$ cat src/rtl/quadrature_decoder_pkg.sv
// Shared definitions for the quadrature decoder and its bench model.
//   - qd_state_e : decoder FSM states (StInit, StRun)
//   - step_t     : signed 2-bit step (+1 / 0 / -1) with named constants
//   - GRAY_SEQ   : forward quadrature sequence {A,B}: 00 -> 01 -> 11 -> 10
//   - gray_pos   : position of a {A,B} pair within GRAY_SEQ
//   - gray_step  : step implied by a prev -> cur transition (illegal maps to 0)
package quadrature_decoder_pkg;

  typedef enum logic [0:0] {StInit, StRun} qd_state_e;

  typedef logic signed [1:0] step_t;

  localparam step_t STEP_FWD  = 2'sb01;
  localparam step_t STEP_NONE = 2'sb00;
  localparam step_t STEP_REV  = 2'sb11;

  localparam logic [1:0] GRAY_SEQ [4] = '{2'b00, 2'b01, 2'b11, 2'b10};

  function automatic logic [1:0] gray_pos(input logic [1:0] s);
    logic [1:0] idx;
    idx = 2'd0;
    for (int i = 0; i < 4; i++) begin
      if (GRAY_SEQ[i] == s) idx = 2'(i);
    end
    return idx;
  endfunction

  // Distance along the sequence: 1 = forward, 3 = reverse, 0 = hold, 2 = both bits flipped.
  function automatic step_t gray_step(input logic [1:0] prev, input logic [1:0] cur);
    logic [1:0] delta;
    step_t      step;
    delta = gray_pos(cur) - gray_pos(prev);
    case (delta)
      2'd1:    step = STEP_FWD;
      2'd3:    step = STEP_REV;
      default: step = STEP_NONE;
    endcase
    return step;
  endfunction

endpackage

$ cat src/rtl/quadrature_decoder_if.sv
// Signal bundle between the encoder-side environment and quadrature_decoder.
//   master : drives enc_a, enc_b, clear, err_clr; observes decoder outputs
//   slave  : the decoder; observes inputs, drives position, velocity, vel_valid, dir, err
interface quadrature_decoder_if #(
  parameter int unsigned POS_WIDTH = 16,
  parameter int unsigned VEL_WIDTH = 8
);

  logic                 enc_a;
  logic                 enc_b;
  logic                 clear;
  logic                 err_clr;
  logic [POS_WIDTH-1:0] position;
  logic [VEL_WIDTH-1:0] velocity;
  logic                 vel_valid;
  logic                 dir;
  logic                 err;

  modport master (
    output enc_a, enc_b, clear, err_clr,
    input  position, velocity, vel_valid, dir, err
  );

  modport slave (
    input  enc_a, enc_b, clear, err_clr,
    output position, velocity, vel_valid, dir, err
  );

endinterface

$ cat src/rtl/quadrature_decoder_enc_input_cond.sv
// Conditions one asynchronous encoder channel for use in the cclk domain.
// Two-flop synchronizer, optionally followed by a glitch filter when ENC_FILTER_EN is defined:
// the filtered level only moves after FILT_LEN consecutive samples disagree with it.
// Ports:
//   i_cclk   system clock
//   i_rstb   synchronous active-high reset
//   i_enc    raw asynchronous encoder input
//   o_level  synchronized (and optionally filtered) level
module quadrature_decoder_enc_input_cond #(
  parameter int unsigned FILT_LEN = 4
) (
  input  logic i_cclk,
  input  logic i_rstb,
  input  logic i_enc,
  output logic o_level
);

  logic [1:0] r_sync;

  always_ff @(posedge i_cclk) begin
    if (i_rstb) begin
      r_sync <= 2'b00;
    end else begin
      r_sync <= {r_sync[0], i_enc};
    end
  end

`ifdef ENC_FILTER_EN
  localparam int unsigned CntW = (FILT_LEN > 1) ? $clog2(FILT_LEN) : 1;

  logic            r_filt;
  logic [CntW-1:0] r_cnt;

  // r_cnt counts consecutive samples that differ from r_filt; any agreeing sample restarts it.
  always_ff @(posedge i_cclk) begin
    if (i_rstb) begin
      r_filt <= 1'b0;
      r_cnt  <= '0;
    end else if (r_sync[1] != r_filt) begin
      if (r_cnt == CntW'(FILT_LEN - 1)) begin
        r_filt <= r_sync[1];
        r_cnt  <= '0;
      end else begin
        r_cnt <= r_cnt + 1'b1;
      end
    end else begin
      r_cnt <= '0;
    end
  end

  assign o_level = r_filt;
`else
  logic w_unused_filt;

  assign w_unused_filt = ^FILT_LEN;
  assign o_level       = r_sync[1];
`endif

endmodule

$ cat src/rtl/quadrature_decoder.sv
// Incremental quadrature encoder decoder: 4x position, windowed velocity, direction and a
// sticky illegal-transition flag.
// Optional glitch filter on both channels is enabled by defining ENC_FILTER_EN.
// Ports:
//   i_cclk  system clock, all logic on the rising edge
//   i_rstb  synchronous active-high reset
//   io_bus  quadrature_decoder_if.slave:
//             enc_a/enc_b (async in), clear, err_clr (sync pulses in),
//             position, velocity, vel_valid, dir, err (out)
module quadrature_decoder
  import quadrature_decoder_pkg::*;
#(
  parameter int unsigned POS_WIDTH  = 16,
  parameter int unsigned VEL_WIDTH  = 8,
  parameter int unsigned VEL_WINDOW = 250000,
  parameter int unsigned FILT_LEN   = 4
) (
  input logic                 i_cclk,
  input logic                 i_rstb,
  quadrature_decoder_if.slave io_bus
);

  localparam int unsigned AccW = POS_WIDTH + 1;
  localparam int unsigned SumW = AccW + 1;
  localparam int unsigned WinW = $clog2(VEL_WINDOW);

  // Saturation bounds, held one bit wider than the accumulator so acc+step never overflows.
  localparam logic signed [SumW-1:0] AccMax = SumW'((64'd1 << (AccW - 1)) - 64'd1);
  localparam logic signed [SumW-1:0] AccMin = ~AccMax;
  localparam logic signed [SumW-1:0] VelMax = SumW'((64'd1 << (VEL_WIDTH - 1)) - 64'd1);
  localparam logic signed [SumW-1:0] VelMin = ~VelMax;

  logic w_a;
  logic w_b;

  quadrature_decoder_enc_input_cond #(
    .FILT_LEN (FILT_LEN)
  ) u_cond_a (
    .i_cclk  (i_cclk),
    .i_rstb  (i_rstb),
    .i_enc   (io_bus.enc_a),
    .o_level (w_a)
  );

  quadrature_decoder_enc_input_cond #(
    .FILT_LEN (FILT_LEN)
  ) u_cond_b (
    .i_cclk  (i_cclk),
    .i_rstb  (i_rstb),
    .i_enc   (io_bus.enc_b),
    .o_level (w_b)
  );

  logic [1:0] w_s;
  assign w_s = {w_a, w_b};

  // ---------------------------------------------------------------------------------------------
  // FSM: StInit lasts one cycle so the first sampled pair only seeds r_prev.
  // ---------------------------------------------------------------------------------------------
  qd_state_e r_state;
  qd_state_e w_state_d;
  logic [1:0] r_prev;
  step_t      w_step;
  logic       w_illegal;

  always_ff @(posedge i_cclk) begin
    if (i_rstb) begin
      r_state <= StInit;
    end else begin
      r_state <= w_state_d;
    end
  end

  always_comb begin
    w_state_d = r_state;
    w_step    = STEP_NONE;
    w_illegal = 1'b0;
    unique case (r_state)
      StInit: begin
        w_state_d = StRun;
      end
      StRun: begin
        w_illegal = ((r_prev ^ w_s) == 2'b11);
        w_step    = gray_step(r_prev, w_s);
      end
      default: begin
        w_state_d = StInit;
      end
    endcase
  end

  // ---------------------------------------------------------------------------------------------
  // Datapath
  // ---------------------------------------------------------------------------------------------
  logic [POS_WIDTH-1:0]   r_pos;
  logic                   r_dir;
  logic                   r_err;
  logic signed [AccW-1:0] r_acc;
  logic [WinW-1:0]        r_win;
  logic [VEL_WIDTH-1:0]   r_vel;
  logic                   r_vel_valid;

  logic [POS_WIDTH-1:0]   w_step_pos;
  logic signed [SumW-1:0] w_acc_sum;
  logic signed [AccW-1:0] w_acc_sat;
  logic [VEL_WIDTH-1:0]   w_vel_sat;
  logic                   w_win_tc;

  assign w_step_pos = {{(POS_WIDTH - 2){w_step[1]}}, w_step};
  assign w_acc_sum  = {r_acc[AccW-1], r_acc} + {{(SumW - 2){w_step[1]}}, w_step};
  assign w_win_tc   = (r_win == WinW'(VEL_WINDOW - 1));

  always_comb begin
    w_acc_sat = w_acc_sum[AccW-1:0];
    if (w_acc_sum > AccMax) begin
      w_acc_sat = AccMax[AccW-1:0];
    end else if (w_acc_sum < AccMin) begin
      w_acc_sat = AccMin[AccW-1:0];
    end

    w_vel_sat = w_acc_sum[VEL_WIDTH-1:0];
    if (w_acc_sum > VelMax) begin
      w_vel_sat = VelMax[VEL_WIDTH-1:0];
    end else if (w_acc_sum < VelMin) begin
      w_vel_sat = VelMin[VEL_WIDTH-1:0];
    end
  end

  always_ff @(posedge i_cclk) begin
    if (i_rstb) begin
      r_prev      <= 2'b00;
      r_pos       <= '0;
      r_dir       <= 1'b0;
      r_err       <= 1'b0;
      r_acc       <= '0;
      r_win       <= '0;
      r_vel       <= '0;
      r_vel_valid <= 1'b0;
    end else begin
      r_prev <= w_s;

      // clear wins over a coincident step; that step still reaches the velocity accumulator.
      if (io_bus.clear) begin
        r_pos <= '0;
      end else begin
        r_pos <= r_pos + w_step_pos;
      end

      if (w_step != STEP_NONE) begin
        r_dir <= (w_step == STEP_FWD);
      end

      // A new illegal transition outranks a clear request in the same cycle.
      if (w_illegal) begin
        r_err <= 1'b1;
      end else if (io_bus.err_clr) begin
        r_err <= 1'b0;
      end

      r_vel_valid <= w_win_tc;
      if (w_win_tc) begin
        r_win <= '0;
        r_acc <= '0;
        r_vel <= w_vel_sat;
      end else begin
        r_win <= r_win + 1'b1;
        r_acc <= w_acc_sat;
      end
    end
  end

  assign io_bus.position  = r_pos;
  assign io_bus.velocity  = r_vel;
  assign io_bus.vel_valid = r_vel_valid;
  assign io_bus.dir       = r_dir;
  assign io_bus.err       = r_err;

endmodule
$ cat src/flat_wrapper.sv
// flat-port wrapper written by rule: the top's interface ports become plain ports
module quadrature_decoder_flat import quadrature_decoder_pkg::*;
#(
  parameter int unsigned POS_WIDTH  = 16,
  parameter int unsigned VEL_WIDTH  = 8,
  parameter int unsigned VEL_WINDOW = 250000,
  parameter int unsigned FILT_LEN   = 4
)
  (i_cclk, i_rstb, io_bus_enc_a, io_bus_enc_b, io_bus_clear, io_bus_err_clr, io_bus_position, io_bus_velocity, io_bus_vel_valid, io_bus_dir, io_bus_err);
  quadrature_decoder_if #(.POS_WIDTH(POS_WIDTH), .VEL_WIDTH(VEL_WIDTH)) io_bus_i ();
  input logic i_cclk;
  input logic i_rstb;
  input wire logic [$bits(io_bus_i.enc_a)-1:0] io_bus_enc_a;
  input wire logic [$bits(io_bus_i.enc_b)-1:0] io_bus_enc_b;
  input wire logic [$bits(io_bus_i.clear)-1:0] io_bus_clear;
  input wire logic [$bits(io_bus_i.err_clr)-1:0] io_bus_err_clr;
  output wire logic [$bits(io_bus_i.position)-1:0] io_bus_position;
  output wire logic [$bits(io_bus_i.velocity)-1:0] io_bus_velocity;
  output wire logic [$bits(io_bus_i.vel_valid)-1:0] io_bus_vel_valid;
  output wire logic [$bits(io_bus_i.dir)-1:0] io_bus_dir;
  output wire logic [$bits(io_bus_i.err)-1:0] io_bus_err;
  assign io_bus_i.enc_a = io_bus_enc_a;
  assign io_bus_i.enc_b = io_bus_enc_b;
  assign io_bus_i.clear = io_bus_clear;
  assign io_bus_i.err_clr = io_bus_err_clr;
  assign io_bus_position = io_bus_i.position;
  assign io_bus_velocity = io_bus_i.velocity;
  assign io_bus_vel_valid = io_bus_i.vel_valid;
  assign io_bus_dir = io_bus_i.dir;
  assign io_bus_err = io_bus_i.err;
  quadrature_decoder #(.POS_WIDTH(POS_WIDTH), .VEL_WIDTH(VEL_WIDTH), .VEL_WINDOW(VEL_WINDOW), .FILT_LEN(FILT_LEN)) u_core (.i_cclk(i_cclk), .i_rstb(i_rstb), .io_bus(io_bus_i));
endmodule
$ cat config.mk
export PLATFORM = sky130hd
export DESIGN_NAME = quadrature_decoder_flat
export DESIGN_NICKNAME = d
export VERILOG_FILES = /design/src/rtl/quadrature_decoder_pkg.sv /design/src/rtl/quadrature_decoder_if.sv /design/src/rtl/quadrature_decoder_enc_input_cond.sv /design/src/rtl/quadrature_decoder.sv /design/src/flat_wrapper.sv
export SDC_FILE = /design/constraint.sdc
export NUM_CORES = 1
export LEC_CHECK = 0
export ABC_AREA = 1
export ABC_CLOCK_PERIOD_IN_PS = 5000
export BUFFER_PORTS_ARGS = -buffer_cell sky130_fd_sc_hd__buf_2
export CORE_ASPECT_RATIO = 2
export CORE_MARGIN = 5
export CORE_UTILIZATION = 23
export DETAILED_ROUTE_END_ITERATION = 16
export GPL_TIMING_DRIVEN = 1
export PLACE_DENSITY = 0.45
export SKIP_LAST_GASP = 1
export SLEW_MARGIN = 30
export SYNTH_ARGS = -nofsm -noshare
export SYNTH_HDL_FRONTEND = slang
export SYNTH_SLANG_ARGS = --single-unit
export TNS_END_PERCENT = 20
$ cat constraint.sdc
create_clock -name i_cclk -period 5 [get_ports i_cclk]
set_input_delay 0.25 -clock i_cclk [delete_from_list [all_inputs] [get_ports i_cclk]]
set_output_delay 0.25 -clock i_cclk [all_outputs]
set_load 0.01 [all_outputs]
# Word level (Yosys, flattened, before mapping)
# Index checks and enable logic that the tools add are counted.
# op_classes
add_sub_neg,4
n_lt_le_gt_ge,4
eq_ne,11
n_mux,18
bitwise_logic,1
reduce_logical,5
# ops
operator,n
adder 17 x 2 -> 18 bit,1
"adder 18 x 1 -> 18 bit, second input constant",1
"equality test 18 bit, second input constant",1
"greater-than comparator 18 x 17 -> 1 bit, second input constant",1
"greater-than comparator 18 x 8 -> 1 bit, second input constant",1
"less-than comparator 18 x 17 -> 1 bit, second input constant",1
"less-than comparator 18 x 8 -> 1 bit, second input constant",1
two-way mux 17 bit,1
adder 16 bit,1
two-way mux 16 bit,1
two-way mux 8 bit,2
two-way mux 2 bit,7
"equality test 2 bit, first input constant",4
"equality test 2 bit, second input constant",3
two-way mux 1 bit,6
"equality test 1 x 2 -> 1 bit, first input constant",2
one-hot mux 2 bit (2 select lines),1
nonzero test 2 bit,2
OR reduction 2 bit,2
OR reduction 3 bit,1
"equality test 2 x 1 -> 1 bit, second input constant",1
subtractor 2 bit,1
bitwise XOR 2 bit,1
# totals
reg_bits,69
input_bits,6

# Depth between registers and ports, before layout
# logic_depth
ltp_word,13
depth_mapped,26
depth_no_buf,26

# By module
# Synthesis repeated with hierarchy kept, for this count alone.
# unflattened
cells_unflattened,639
hier_area_um2,4438.0
# modules_own_cells
module,n_inst,cells_per_inst,area_per_inst_um2,seq_area_each_um2
quadrature_decoder,1,627,4327.9,1301.2
quadrature_decoder_enc_input_cond,2,6,55.1,40.0

# Worst setup path before layout
# OpenSTA, ideal clock, no wires.
# synth_path
kind,register -> register
from,reg u_core.u_cond_b.r_sync[1]
to,"reg u_core.r_vel[0], in the netlist u_core.io_bus.velocity[0]"
arrival_ns,3.606
required_ns,4.888
slack_ns,1.281
path_stages_with_launch,22
synth_period_minus_slack_ns,3.719
path_cell_list,dfxtp_1 inv_1 ha_1 ha_1 nor2_1 nand3_1 inv_1 ha_1 nand2_1 inv_1 a21oi_1 nand2_1 nand2_1 nand3_1 nand2_2 nand2_1 nor2_1 nand3_1 nand2_2 nand2_1 nand2_1 nand2_1
# synth_via
elab_chain_cells,13
word_cells_on_any_way,17
classes_between,add/sub: 2; order compare: 2; eq/ne: 5; mux: 8
# synth_lines
element,line_no,source
"start, declared",quadrature_decoder_enc_input_cond.sv:18,logic [1:0] r_sync;
"start signal, assigned",quadrature_decoder_enc_input_cond.sv:24,"r_sync <= {r_sync[0], i_enc};"
equality test 1 x 2 -> 1 bit,quadrature_decoder_pkg.sv:23,if (GRAY_SEQ[i] == s) idx = 2'(i);
two-way mux 1 bit,quadrature_decoder_pkg.sv:23,
two-way mux 2 bit,quadrature_decoder_pkg.sv:23,
two-way mux 2 bit *,quadrature_decoder_pkg.sv:23,
two-way mux 2 bit *,quadrature_decoder.sv:78,unique case (r_state)
subtractor 2 bit *,quadrature_decoder_pkg.sv:32,delta = gray_pos(cur) - gray_pos(prev);
equality test 2 bit or equality test 2 x 1 -> 1 bit (tied branches),quadrature_decoder_pkg.sv:33,case (delta)
one-hot mux 2 bit (2 select lines) *,quadrature_decoder_pkg.sv:33,
two-way mux 2 bit *,quadrature_decoder.sv:78,
adder 17 x 2 -> 18 bit *,quadrature_decoder.sv:110,"assign w_acc_sum = {r_acc[AccW-1], r_acc} + {{(SumW - 2){w_step[1]}}, w_step};"
less-than comparator 18 x 8 -> 1 bit,quadrature_decoder.sv:124,end else if (w_acc_sum < VelMin) begin
two-way mux 8 bit,quadrature_decoder.sv:124,
two-way mux 8 bit *,quadrature_decoder.sv:122,if (w_acc_sum > VelMax) begin
"end signal, assigned",quadrature_decoder.sv:164,r_vel <= w_vel_sat;
"end, declared",quadrature_decoder.sv:100,logic [VEL_WIDTH-1:0] r_vel;
# Mark *: on every way between the ends. The rest lies on a longest branch, timed or not. The select of a mux whose other input is x is not followed.
# A chain may end at the register's enable or synchronous reset.

# Worst setup path in the final report
# layout_path
from,reg u_core.u_cond_b.r_sync[1]
to,reg u_core.r_acc[0]
# layout_via
elab_chain_cells,13
word_cells_on_any_way,17
classes_between,add/sub: 2; order compare: 2; eq/ne: 5; mux: 8
# layout_lines
element,line_no,source
equality test 1 x 2 -> 1 bit,quadrature_decoder_pkg.sv:23,
two-way mux 1 bit,quadrature_decoder_pkg.sv:23,
two-way mux 2 bit,quadrature_decoder_pkg.sv:23,
two-way mux 2 bit *,quadrature_decoder_pkg.sv:23,
two-way mux 2 bit *,quadrature_decoder.sv:78,
subtractor 2 bit *,quadrature_decoder_pkg.sv:32,
equality test 2 bit or equality test 2 x 1 -> 1 bit (tied branches),quadrature_decoder_pkg.sv:33,
one-hot mux 2 bit (2 select lines) *,quadrature_decoder_pkg.sv:33,
two-way mux 2 bit *,quadrature_decoder.sv:78,
adder 17 x 2 -> 18 bit *,quadrature_decoder.sv:110,
less-than comparator 18 x 17 -> 1 bit,quadrature_decoder.sv:117,end else if (w_acc_sum < AccMin) begin
two-way mux 17 bit,quadrature_decoder.sv:117,
two-way mux 16 bit *,quadrature_decoder.sv:115,if (w_acc_sum > AccMax) begin
"end signal, assigned",quadrature_decoder.sv:167,r_acc <= w_acc_sat;
"end, declared",quadrature_decoder.sv:98,logic signed [AccW-1:0] r_acc;
# Marked as above.

==> qor.tcl <==
set qor(tightest_slew_ns) 0.8707
set qor(cts.sinks) 69
set qor(run_status) {finished, final reports clean}
set qor(drv_slew) 0
set qor(yosys_reg_bits) 69
set qor(die_area_sq_mm) 0.02206
set qor(worstPathRequired_ns) 5.27
set qor(synth-warning-count) 0
set qor(clk_root_buffer_cell) {clkbuf_16}
set qor(die_boundary_height_um) 205.1
set qor(powerDensity_mw_per_mm2) 295.5
set qor(route.detailed.vias_per_inst) 4.307
set qor(cts_max_path_buffers) 2
set qor(synth_largest_area_cell) {dfxtp_1}
set qor(cts_tree) {built}
set qor(max-cap-violations) 0
set qor(final_layout_size_suffix_gt1_share_pct) 10.62
set qor(min-delay-start) {io_bus_enc_a}
set qor(timing.rr.start) {u_core.u_cond_b.r_sync[1]}
set qor(fin_area_sq_mm) 0.005135
set qor(fp-row-count) 71
set qor(mappedNetlistNets) 701
set qor(cts.repair_timing.setup_buffer_count) 0
set qor(globalRouteTotalUtil_pct) 11.85
set qor(skew_ns) 0.007422
set qor(grt_remaining_overflow) 0
set qor(critical_path.reg2reg.endpoint) {u_core.r_acc[0]}
set qor(synth_top_area_share_pct) 31.55
set qor(post_synth_main_area_contributors) {dfxtp_1 (32%), nand2_1 (16%), ha_1 (11%)}
set qor(place_area_sq_mm) 0.004828
set qor(reg2reg_setup_slack_ns) 0.77
set qor(unrepaired_setup_endpoints_after_global_routing) {no}
set qor(number_of_enable_flip_flop_cells_after_synthesis) 0
set qor(diode_insertion_count_for_antenna_repair) 0
set qor(first_global_vias) 4230
set qor(worst_path_cell_trace) {inv_1 -> ha_1 -> ha_1 -> nor2_1 -> nand3_1 -> inv_1 -> ha_1 -> nand2_1 -> inv_2 -> nand2_1 -> nand2_1 -> nand3b_1 -> nand3_1 -> nand2_2 -> xor2_4 -> inv_2 -> nor2_8 -> nand2_1 -> nand2_1}
set qor(clkLatencyLatePin_ns) 0.34
set qor(cts_resized) 0
set qor(synth-seq-area-share_pct) 31.55
set qor(layout.filler_cells) 2148
set qor(die_w_um) 107.6
set qor(crit_path_start_kind) {flop}
set qor(effective_utilization_at_floorplan_pct) 23.36
set qor(finalNonFillerCells) 952
set qor(period_share_pct) 84.67
set qor(gpl_congestion) 0.8233
set qor(hold_path_stages) 3
set qor(synth_area_per_cell_sq_um) 6.684
set qor(mappedNetlistArea_sq_mm) 0.004378
set qor(core_sq_mm) 0.01874
set qor(slew-limit-headroom_pct) 41.74
set qor(drc_errors) 0
set qor(placed_cells_incl_taps) 937
set qor(hold_path_class) {in2reg}
set qor(drt_pre_antenna_iters) 4
set qor(numPortBuffers) 32
set qor(fin_worst_hold_slack_ns) 0.1205
set qor(cp_slowest_stage_delay_ns) 0.55
set qor(antenna_violating_nets_post_route) 0
set qor(timing_hold_violations_final) 0
set qor(detail_route.wl_per_cell_um) 13.02
set qor(path_class) {reg2reg}
set qor(cts_clk_pin_slew_worst_paths_ns) 0.05
set qor(top_cells_by_instance_count_after_synthesis) {nand2_1 (184), inv_1 (88), nor2_1 (73)}
set qor(critical_path.most_common_cell) {nand2_1}
set qor(cell_with_the_most_instances_after_synthesis) {nand2_1}
set qor(report.final.setup_viol) 0
set qor(relative_area_change_from_synthesis_to_final_layout_pct) 17.29
set qor(grt_pass1_wl_um) 20190
set qor(finalWorstPathRequiredPeriod_ns) 4.234
set qor(wl_um) 12400
set qor(critical_path.max_fanout) 17
set qor(worstSetupEndpointType) {flop}
set qor(crit_arrival_ns) 4.50
set qor(vias) 4100
set qor(peakVddDrop_mv) 0.2280
set qor(grt_start_max_net_pins) 18
set qor(final_net_count) 739
set qor(timing.hold.worst_endpoint) {u_core.u_cond_a.r_sync[0]}
set qor(timing.critical_path.slowest_stage_cell) {inv_1}
set qor(cts.htree.levels) 3
set qor(synthCells) 655
set qor(cts_inserted_buffers) 9
set qor(post_synth_num_cell_types) 36
set qor(dp_hpwl_um) 10170
set qor(fmaxAchievable_ghz) 0.2362
set qor(post_cts_hold_buffer_count) 0
set qor(drt_iter0_drc) 120
set qor(io-pin-count) 33
set qor(setup_tns_final_ns) 0
set qor(number_of_antenna_violations_at_the_first_check_in_global_routing) 0
set qor(primary_ff_master_synth) {dfxtp_1}
set qor(share_of_flip_flops_with_an_asynchronous_set_or_reset_pct) 0
set qor(total_leakage_power_uw) 0.002500
set qor(worst_r2r_path_depth) 19
-- flip-flops by register name, indices dropped and copies added, names as in the netlist --
signal / count
u_core.u_cond_b.r_sync: 2
u_core.r_prev: 2
u_core.r_state: 1
u_core.io_bus.err: 1
u_core.io_bus.vel_valid: 1
u_core.u_cond_a.r_sync: 2
u_core.r_acc: 17
u_core.io_bus.position: 16
u_core.io_bus.dir: 1
u_core.r_win: 18
u_core.io_bus.velocity: 8
-- how the worst max path moves through the flow --
stage	startpoint	to	slack (ns)	depth (start not counted)
after CTS	u_core.u_cond_b.r_sync[1]	u_core.io_bus.velocity[5]	0.65	21
after floorplan	u_core.u_cond_b.r_sync[1]	u_core.io_bus.velocity[0]	1.28	21
final	u_core.u_cond_b.r_sync[1]	u_core.r_acc[0]	0.77	19
after global routing	u_core.u_cond_b.r_sync[1]	u_core.io_bus.position[11]	0.27	19
after global placement	u_core.u_cond_b.r_sync[1]	u_core.io_bus.velocity[4]	0.75	21
after detailed placement	u_core.u_cond_b.r_sync[1]	u_core.io_bus.velocity[5]	0.68	21
-- worst max-delay path: cells and delay by family (launching register included) --
kind	cells	cell delay [ns]
adder cells (fa/ha/maj)	3	0.99
XOR/XNOR	1	0.24
AND/OR/NAND/NOR	11	1.80
flip-flops	1	0.33
buffers and inverters	4	0.82
-- stage by stage --
stage	utilization (%)	total power [uW]	setup WS (ns)
2_1_floorplan	-	789.6	1.281
3_3_place_gp	25.76	856.8	0.7461
3_5_place_dp	25.76	852.9	0.6754
4_1_cts	27.39	1548	0.6534
5_1_grt	27.39	1597	0.2673
6_report	27.39	1517	0.7665
-- metal layers --
layer  track usage, %  share of wire, %  up-vias
li1                 -                 -     2181
met1            9.905                35     1833
met2            24.53                59       53
met3            2.050               2.2       33
met4            6.907               4.6        0
met5                0                 0        -
-- layout make-up --
type / count / area (sq um) / share of cell area [%]
inverters: 92 / 345.3 / 6.725
flip-flops and latches: 69 / 1381 / 26.90
multi-input cells: 487 / 2608 / 50.78
repair buffers: 34 / 175.2 / 3.411
clock inverters: 4 / 73.82 / 1.438
well taps: 255 / 319.1 / 6.213
clock buffers: 11 / 232.7 / 4.532
-- cells by family after synthesis --
family	share of synthesized area, %
and+or+nand+nor	34.21
buffers and inverters	8.888
AOI/OAI and AO/OA	11.35
DFF	31.55
adders and majority gates	11.77
xor gates and xnor gates	2.229
-- placed cells by master, fill, tap and decap left out, types with 4 or more instances in the layout --
cell	count
nand2_1	184
inv_1	88
nor2_1	73
dfxtp_1	69
a21oi_1	52
ha_1	38
buf_2	32
nand3_1	29
o21ai_0	24
nor2_2	12
nor3_1	11
nand4_1	11
clkbuf_16	9
nand2_2	6
nor4_1	6
xor2_1	5
a31oi_1	4
nand3b_1	4
inv_2	4
-- power breakdown --
group          leakage, uW  switching, uW  internal (uW)  total [uW]
Sequential        0.000560           11.4            576         588
Combinational      0.00179            163           86.7         250
Clock             0.000150            245            434         680
Note: power is estimated with default switching activity, not from simulation.
